File: config.mk
export PLATFORM = sky130hd
export DESIGN_NAME = tx_os_scheduler
export DESIGN_NICKNAME = d
export VERILOG_FILES = /design/src/rtl/tx_os_scheduler_pkg.sv /design/src/rtl/tx_skp_timer.sv /design/src/rtl/tx_os_scheduler.sv
export SDC_FILE = /design/constraint.sdc
export NUM_CORES = 1
export LEC_CHECK = 0
export BUFFER_PORTS_ARGS = -buffer_cell sky130_fd_sc_hd__buf_4
export CELL_PAD_IN_SITES_DETAIL_PLACEMENT = 0
export CELL_PAD_IN_SITES_GLOBAL_PLACEMENT = 2
export CORE_AREA = 3 3 46 48
export CTS_CLUSTER_DIAMETER = 120
export CTS_CLUSTER_SIZE = 10
export DETAILED_ROUTE_END_ITERATION = 6
export DIE_AREA = 0 0 49 51
export PLACE_DENSITY_LB_ADDON = 0.05
export SYNTH_ARGS = -nofsm -noshare
export SYNTH_HDL_FRONTEND = slang
export SYNTH_HIERARCHICAL = 1
export SYNTH_SLANG_ARGS = --single-unit
File: constraint.sdc
create_clock -name pclk -period 1.4 [get_ports pclk]
set_clock_uncertainty 0.2 [all_clocks]
set_input_delay 0 -clock pclk [delete_from_list [all_inputs] [get_ports pclk]]
set_output_delay 0 -clock pclk [all_outputs]
set_load 0.1 [all_outputs]
File: src/rtl/tx_os_scheduler_pkg.sv
// -----------------------------------------------------------------------------
// tx_os_scheduler_pkg
//   Shared definitions for the TX ordered-set scheduler:
//     - ordered-set type encodings driven on os_type / ltssm_os_type
//     - scheduler FSM state enum
//     - ordered-set source enum (LTSSM request vs. periodic SKP)
//     - small decode helper for the FIFO data path
// -----------------------------------------------------------------------------
package tx_os_scheduler_pkg;

    // Ordered-set type encodings (3-bit)
    localparam logic [2:0] OS_TS1   = 3'd0;
    localparam logic [2:0] OS_TS2   = 3'd1;
    localparam logic [2:0] OS_SKP   = 3'd2;
    localparam logic [2:0] OS_EIOS  = 3'd3;
    localparam logic [2:0] OS_EIEOS = 3'd4;
    localparam logic [2:0] OS_FTS   = 3'd5;

    // Scheduler FSM states
    typedef enum logic [1:0] {
        ST_IDLE   = 2'd0,
        ST_DATA   = 2'd1,
        ST_LAUNCH = 2'd2,
        ST_WAIT   = 2'd3
    } state_t;

    // Who asked for the ordered set currently in flight
    typedef enum logic {
        SRC_LTSSM = 1'b0,
        SRC_SKP   = 1'b1
    } os_src_t;

    // True when the FIFO owns the TX lane (mux on FIFO path, reads running)
    function automatic logic fifo_path_active(input state_t st);
        return (st == ST_DATA);
    endfunction

endpackage

File: src/rtl/tx_skp_timer.sv
// -----------------------------------------------------------------------------
// tx_skp_timer
//   Counts cycles spent in the DATA state and raises skp_pending once a SKP
//   ordered set is due. The counter saturates while the SKP is waiting for a
//   packet boundary, and both counter and flag restart on the SKP launch.
//
// Parameters
//   SKP_INTERVAL : DATA cycles between SKP insertions
//   CNT_W        : counter width, 2**CNT_W must exceed SKP_INTERVAL
//
// Ports
//   pclk        in   TX clock
//   reset_n     in   asynchronous active-low reset
//   idle_clr    in   scheduler is idle: clear counter and flag
//   count_en    in   scheduler is in DATA: advance the counter
//   skp_launch  in   the SKP os_start pulse is issued on this edge
//   skp_pending out  SKP insertion due but not yet launched (registered)
// -----------------------------------------------------------------------------
module tx_skp_timer #(
    parameter int SKP_INTERVAL = 1180,
    parameter int CNT_W        = 11
) (
    input  logic pclk,
    input  logic reset_n,
    input  logic idle_clr,
    input  logic count_en,
    input  logic skp_launch,
    output logic skp_pending
);

    localparam logic [CNT_W-1:0] CNT_LAST = CNT_W'(SKP_INTERVAL - 1);
    localparam logic [CNT_W-1:0] CNT_ONE  = CNT_W'(1);
    localparam logic [CNT_W-1:0] CNT_ZERO = {CNT_W{1'b0}};

    logic [CNT_W-1:0] cnt_q;
    logic [CNT_W-1:0] cnt_d;
    logic             pending_q;
    logic             pending_d;

    // Next counter / pending value. The flag is raised on the same edge the
    // counter lands on its last value, so the SKP becomes eligible in the
    // SKP_INTERVAL-th DATA cycle.
    always_comb begin
        cnt_d     = cnt_q;
        pending_d = pending_q;
        if (idle_clr || skp_launch) begin
            cnt_d     = CNT_ZERO;
            pending_d = 1'b0;
        end else if (count_en) begin
            if (cnt_q != CNT_LAST) begin
                cnt_d = cnt_q + CNT_ONE;
            end else begin
                cnt_d = cnt_q;
            end
            if (cnt_d == CNT_LAST) begin
                pending_d = 1'b1;
            end else begin
                pending_d = pending_q;
            end
        end else begin
            cnt_d     = cnt_q;
            pending_d = pending_q;
        end
    end

    // Counter and pending flag registers
    always_ff @(posedge pclk or negedge reset_n) begin
        if (!reset_n) begin
            cnt_q     <= CNT_ZERO;
            pending_q <= 1'b0;
        end else begin
            cnt_q     <= cnt_d;
            pending_q <= pending_d;
        end
    end

    assign skp_pending = pending_q;

endmodule

File: src/rtl/tx_os_scheduler.sv
// -----------------------------------------------------------------------------
// tx_os_scheduler
//   Decides when the TX lane carries FIFO data and when it carries an ordered
//   set, and launches the ordered-set generator. Ordered sets come either from
//   an LTSSM level request or from the periodic SKP timer; the LTSSM wins when
//   both are ready. In DATA, launches only happen at packet boundaries.
//
//   All outputs are registered. os_start is produced on the edge that enters
//   (or stays in) LAUNCH with os_busy low, so the pulse always lands inside a
//   LAUNCH cycle and the FSM moves to WAIT on the following edge.
//
// Build option
//   TX_SKP_INSERT_EN : defined   -> SKP timer (tx_skp_timer) and SKP launches
//                      undefined -> no timer, skp_pending tied low
//
// Parameters
//   SKP_INTERVAL : DATA cycles between SKP insertions (default 1180)
//   CNT_W        : SKP counter width, 2**CNT_W > SKP_INTERVAL (default 11)
//
// Ports
//   pclk          in   TX clock, rising edge
//   reset_n       in   asynchronous active-low reset
//   ltssm_os_req  in   level request for one ordered set, held until done
//   ltssm_os_type in   [2:0] type for ltssm_os_req
//   data_mode     in   LTSSM in L0, FIFO path enabled
//   pkt_boundary  in   next FIFO word starts a packet, or FIFO empty
//   os_busy       in   ordered-set generator busy
//   os_finish     in   generator finished its last word (pulse)
//   os_start      out  launch pulse to the generator
//   os_type       out  [2:0] type presented with os_start, held to os_finish
//   mux_sel       out  1 = generator path, 0 = FIFO path
//   hold          out  stall FIFO read side
//   ltssm_os_done out  pulse after os_finish of an LTSSM-sourced set
//   skp_pending   out  SKP due but not yet launched
// -----------------------------------------------------------------------------
module tx_os_scheduler
    import tx_os_scheduler_pkg::*;
#(
    parameter int SKP_INTERVAL = 1180,
    parameter int CNT_W        = 11
) (
    input  logic       pclk,
    input  logic       reset_n,
    input  logic       ltssm_os_req,
    input  logic [2:0] ltssm_os_type,
    input  logic       data_mode,
    input  logic       pkt_boundary,
    input  logic       os_busy,
    input  logic       os_finish,
    output logic       os_start,
    output logic [2:0] os_type,
    output logic       mux_sel,
    output logic       hold,
    output logic       ltssm_os_done,
    output logic       skp_pending
);

    state_t     state_q;
    state_t     state_d;
    os_src_t    src_q;
    os_src_t    src_d;
    logic [2:0] os_type_q;
    logic [2:0] os_type_d;
    logic       os_start_q;
    logic       os_start_d;
    logic       mux_sel_q;
    logic       mux_sel_d;
    logic       hold_q;
    logic       hold_d;
    logic       ltssm_os_done_q;
    logic       ltssm_os_done_d;
    logic       skp_pending_s;

    // Next-state, source and type selection. Source and type are captured
    // only on entry to LAUNCH and then held through WAIT.
    always_comb begin
        state_d   = state_q;
        src_d     = src_q;
        os_type_d = os_type_q;
        case (state_q)
            ST_IDLE: begin
                if (ltssm_os_req) begin
                    state_d   = ST_LAUNCH;
                    src_d     = SRC_LTSSM;
                    os_type_d = ltssm_os_type;
                end else if (data_mode) begin
                    state_d = ST_DATA;
                end else begin
                    state_d = ST_IDLE;
                end
            end
            ST_DATA: begin
                if (!data_mode) begin
                    state_d = ST_IDLE;
                end else if (pkt_boundary && ltssm_os_req) begin
                    state_d   = ST_LAUNCH;
                    src_d     = SRC_LTSSM;
                    os_type_d = ltssm_os_type;
                end else if (pkt_boundary && skp_pending_s) begin
                    state_d   = ST_LAUNCH;
                    src_d     = SRC_SKP;
                    os_type_d = OS_SKP;
                end else begin
                    state_d = ST_DATA;
                end
            end
            ST_LAUNCH: begin
                // Leave only after the pulse has actually been presented
                if (os_start_q) begin
                    state_d = ST_WAIT;
                end else begin
                    state_d = ST_LAUNCH;
                end
            end
            ST_WAIT: begin
                if (os_finish) begin
                    if (data_mode) begin
                        state_d = ST_DATA;
                    end else begin
                        state_d = ST_IDLE;
                    end
                end else begin
                    state_d = ST_WAIT;
                end
            end
            default: begin
                state_d = ST_IDLE;
            end
        endcase
    end

    // Registered-output next values, derived from the state being entered
    always_comb begin
        os_start_d      = (state_d == ST_LAUNCH) && !os_busy;
        mux_sel_d       = !fifo_path_active(state_d);
        hold_d          = !fifo_path_active(state_d);
        ltssm_os_done_d = (state_q == ST_WAIT) && os_finish && (src_q == SRC_LTSSM);
    end

    // FSM state and output registers
    always_ff @(posedge pclk or negedge reset_n) begin
        if (!reset_n) begin
            state_q         <= ST_IDLE;
            src_q           <= SRC_LTSSM;
            os_type_q       <= OS_TS1;
            os_start_q      <= 1'b0;
            mux_sel_q       <= 1'b1;
            hold_q          <= 1'b1;
            ltssm_os_done_q <= 1'b0;
        end else begin
            state_q         <= state_d;
            src_q           <= src_d;
            os_type_q       <= os_type_d;
            os_start_q      <= os_start_d;
            mux_sel_q       <= mux_sel_d;
            hold_q          <= hold_d;
            ltssm_os_done_q <= ltssm_os_done_d;
        end
    end

`ifdef TX_SKP_INSERT_EN
    logic skp_launch_s;
    logic idle_clr_s;
    logic count_en_s;

    // Timer controls: restart on the edge that issues the SKP os_start
    always_comb begin
        skp_launch_s = os_start_d && (src_d == SRC_SKP);
        idle_clr_s   = (state_q == ST_IDLE);
        count_en_s   = (state_q == ST_DATA);
    end

    tx_skp_timer #(
        .SKP_INTERVAL (SKP_INTERVAL),
        .CNT_W        (CNT_W)
    ) u_skp_timer (
        .pclk        (pclk),
        .reset_n     (reset_n),
        .idle_clr    (idle_clr_s),
        .count_en    (count_en_s),
        .skp_launch  (skp_launch_s),
        .skp_pending (skp_pending_s)
    );
`else
    assign skp_pending_s = 1'b0;
`endif

    assign os_start      = os_start_q;
    assign os_type       = os_type_q;
    assign mux_sel       = mux_sel_q;
    assign hold          = hold_q;
    assign ltssm_os_done = ltssm_os_done_q;
    assign skp_pending   = skp_pending_s;

endmodule

### Word level (Yosys, flattened, before mapping)

Index checks and enable logic that the tools add are counted.

* bits in registers: 9
* latch bits: 0
* RAM bits: 0
* memory bits (read-only): 0
* input bits: 10
* output and inout bits: 8
* word-level logic and storage cells: 39
* memories: 0

* $add $sub $neg: 0
* multiply operators: 0
* divide/modulo/power cells: 0
* $lt $le $gt $ge: 0
* equal/unequal tests: 8
* shift operators: 0
* muxes and demuxes: 15
* bitwise operators: 1
* reduce and logical (&&, ||, !) cells: 9

Operators with widths (number)
* $mux W3: 3
* $mux W2: 4
* $pmux W2 S4: 1
* $eq A2 B2 Y1 const B: 3
* $ne A2 B2 Y1 const B: 3
* $pmux W3 S2: 1
* $mux W1: 5
* $eq A2 B1 Y1 const B: 2
* $logic_and A1 B1 Y1: 4
* $reduce_and A4 Y1: 1
* $logic_not A1 Y1: 2
* $logic_not A2 Y1: 1
* $pmux W1 S2: 1
* $reduce_bool A2 Y1: 1
* $not A1 Y1: 1

### Depth between registers and ports, before layout

* depth in word-level cells: 6
* mapped depth: 4
* mapped depth without buffers: 4

### Least setup slack after synthesis

Ideal clock, no wire load.

* path kind: reg2reg
* start: register os_start_q, in the netlist os_start
* end: register os_start_q, in the netlist os_start
* arrival time: 1.292 ns
* slack: -0.220 ns
* stages on the path, launching flop included: 4
* path buffers: 0
* cell sequence: dfrtp_1 o221ai_1 o21ai_1 nor3_2

* word-level cells in the longest chain between the ends: 4

Ends and longest elaborated chain
* from (decl): RTL line tx_os_scheduler.sv:64 `logic os_start_q;`
* from (signal assigned): RTL line tx_os_scheduler.sv:154 `os_start_q <= os_start_d;`
* $mux W1: RTL line tx_os_scheduler.sv:109 `if (os_start_q) begin`
* $pmux W2 S4: RTL line tx_os_scheduler.sv:80 `case (state_q)`
* via state_d[0]: RTL line tx_os_scheduler.sv:59 `state_t state_d;`
* $eq A2 B2 Y1: RTL line tx_os_scheduler.sv:134 `os_start_d = (state_d == ST_LAUNCH) && !os_busy;`
* $logic_and A1 B1 Y1: RTL line tx_os_scheduler.sv:134
* via os_start_d: RTL line tx_os_scheduler.sv:65 `logic os_start_d;`

The timed path passes the listed nets, and every way through them passes these cells.
A chain may end at the register's enable or synchronous reset.

### Worst setup path after layout

* start: register state_q[1]
* end: register os_type_q[0], in the netlist os_type[0]

* word-level cells in the longest chain between the ends: 3
* elaborated cells on any way between the ends: 8
* classes of those cells: 4 x eq/ne; 1 x mux; 3 x reduce/logical

Ends and longest elaborated chain
* from (decl): RTL line tx_os_scheduler.sv:58 `state_t state_q;`
* from (signal assigned): RTL line tx_os_scheduler.sv:151 `state_q <= state_d;`
* $eq A2 B1 Y1 or $logic_not A2 Y1 (tied branches): RTL line tx_os_scheduler.sv:80
* $ne A2 B2 Y1 (no source line) or $reduce_bool A2 Y1 (tied branches)
* $reduce_and A4 Y1 (no source line)
* to (signal assigned): RTL line tx_os_scheduler.sv:153 `os_type_q <= os_type_d;`
* to (decl): RTL line tx_os_scheduler.sv:62 `logic [2:0] os_type_q;`

Parallel ways exist; a longest one is shown, timed or not.

==> reports/qor.csv <==
metric;value;unit
CTS Buf Count;3;
unique cell type count in the Yosys netlist;18;
Antenna Diode Count;0;
final setup margin;27.5;ps
Die Ht;51;um
Max-Cap Viols;0;
total number of vias;311;
crit share post-route;0.980;
die area;2500;um^2
Worst Hold Class;primary input to asynchronous set/reset pin;
CP max-delay cell;dfrtp_1;
Layout fillers;189;
row count;15;
largest net degree at the start of global routing;8;
Post-synth EDFFs;0;
final setup violation count;0;
Total GRT Usage;0.0720;
yosys warns;6;
critical-path cell list;nand2b_1 -> a21oi_2 -> mux2_2;
Initial DRC Count;0;
fraction of registers with async set/reset;1.00;
clk slew on worst S/H paths;60;ps
initial antenna violation count;0;
area growth from synthesis to layout;77.7;%
status;complete, no violations;
CTS sink cnt;8;
post-synthesis cell area;354;um^2
via/cell ratio;3.70;
Synth top area share;0.495;
Slew Viols, Final;0;
first-pass GRT wire length;1230;um
Worst Setup End Kind;register;
final core occ;0.361;
Fmax achieved;729;MHz
number of port buffers;16;
final hold violation count;0;
total grt overflow;0;
DR DRC count;0;
core outline area;1750;um^2
Placer Congestion;0.711;
final antenna-violating net count;0;
synthesized instance count;31;
clk_lat worst skew;250;ps
Worst EP required;1340;ps
root buf cell;clkbuf_4;
drt wl/cell;10.0;um
vias in the first global route;269;
WHS;18.8;ps
syn nets;41;
Final Critical Period;1370;ps
largest fanout on the critical path;3;
Die W;49;um
H-tree lvl count;1;
Synth Flop Type;dfrtp_1;
pre-CTS setup slack;31.3;ps
Post-DP HPWL;682;um
layout cells sized above 1;0.559;
CP peak stage delay;370;ps
Register Area;210;um^2
Avg Cell Area, Syn;11.4;um^2
nets@finish;70;
Yosys top cell by area;dfrtp_1;
top cells by area, synth;dfrtp_1, mux2_2, dfstp_2;
#FFs+latches synth;8;
Seq/Total Area, Yosys;0.569;
Multi-input gate area;133;um^2
Critical Path Start Type;register;
Crit path arrival time;1310;ps
io pins;18;
initial core utilization;0.203;
CTS tree;done;
Crit Path Class;register to register;
RSZ-0062 raised after global routing;true;
First-pass DRT Iterations;1;
cell depth of the worst flop-to-flop path;3;
Setup Buffers After CTS;0;
drt total wl;840;um
clk buf depth;2;
==> cells in the mapped netlist (2+ instances only) <==
cell type  instances
buf_4              2
nand2_1            3
dfrtp_1            7
mux2_2             3
inv_1              3
==> per-stage QoR <==
stage          instance area, um^2  std cells  setup TNS, ps
2_1_floorplan                  363         31              0
4_1_cts                        623         84              0
3_3_place_gp                   507         71              0
6_report                       629         84              0
3_5_place_dp                   507         71              0
5_1_grt                        629         84          -33.6
==> placed cells by master (no fill, tap or decap), types with 3 or more instances in the layout <==
cell type | Yosys | routed
buf_4 | 2 | 17
clkbuf_4 | 0 | 3
dfrtp_1 | 7 | 3
dfrtp_2 | 0 | 4
dlygate4sd3_1 | 0 | 9
inv_1 | 3 | 3
mux2_2 | 3 | 3
nand2_1 | 3 | 3
==> path summary, 6_finish.rpt <==
check                      slack, ps         end    startpoint
max in group asynchronous        210    os_start       reset_n
hold / removal                    20        hold       reset_n
setup reg to reg                  30  os_type[0]    state_q[1]
min in group pclk                 20  state_q[1]  pkt_boundary
setup / recovery                  30  os_type[0]    state_q[1]
hold reg to reg                  320  os_type[2]    os_type[2]
==> cell type report <==
type | count | share of cell area
Multi-Input combinational cell | 18 | 0.211
Inverter | 3 | 0.0179
Sequential cell | 8 | 0.334
Tap cell | 25 | 0.0497
Timing Repair Buffer | 26 | 0.346
Clock buffer | 4 | 0.0417
==> what timing repair did <==
action / CTS / global route
gates resized for setup: 0 / 1
hold buffers: 9 / 0
hold endpoints to repair: 16 / 0
setup endpoints to repair: 0 / 5
==> sequential cells by signal (all words and copies together) (netlist names) <==
signal	flops
ltssm_os_done	1
hold	1
os_start	1
state_q	2
os_type	3
==> metal layers <==
metal,vias up,track usage,share of wire
met3,2,0.0292,0.087
met2,18,0.104,0.46
met4,0,0.0853,0.020
met1,135,0.0733,0.43
li1,156,-,-
met5,-,0,0
==> kinds of logic (layout without fill, tap and decap cells) <==
kind of cell	count (synthesis)	count (layout)	share of synthesized area
and+or+nand+nor	8	8	0.134
muxes	3	3	0.0954
AOI/OAI and AO/OA	6	6	0.117
buffers and inverters	5	33	0.0742
DFF	8	8	0.569
other	1	1	0.0106
==> worst max-delay path, delay by kind of cell (launching register included) <==
family	cells	cell delay [ps]
AO/OA/AOI/OAI	1	180
flip-flops	1	370
multiplexers	1	360
AND/OR/NAND/NOR	1	150
Power is left out: the tool's default activity adds up to more than one toggle a clock period on the data nets, which glitch-free logic cannot reach.
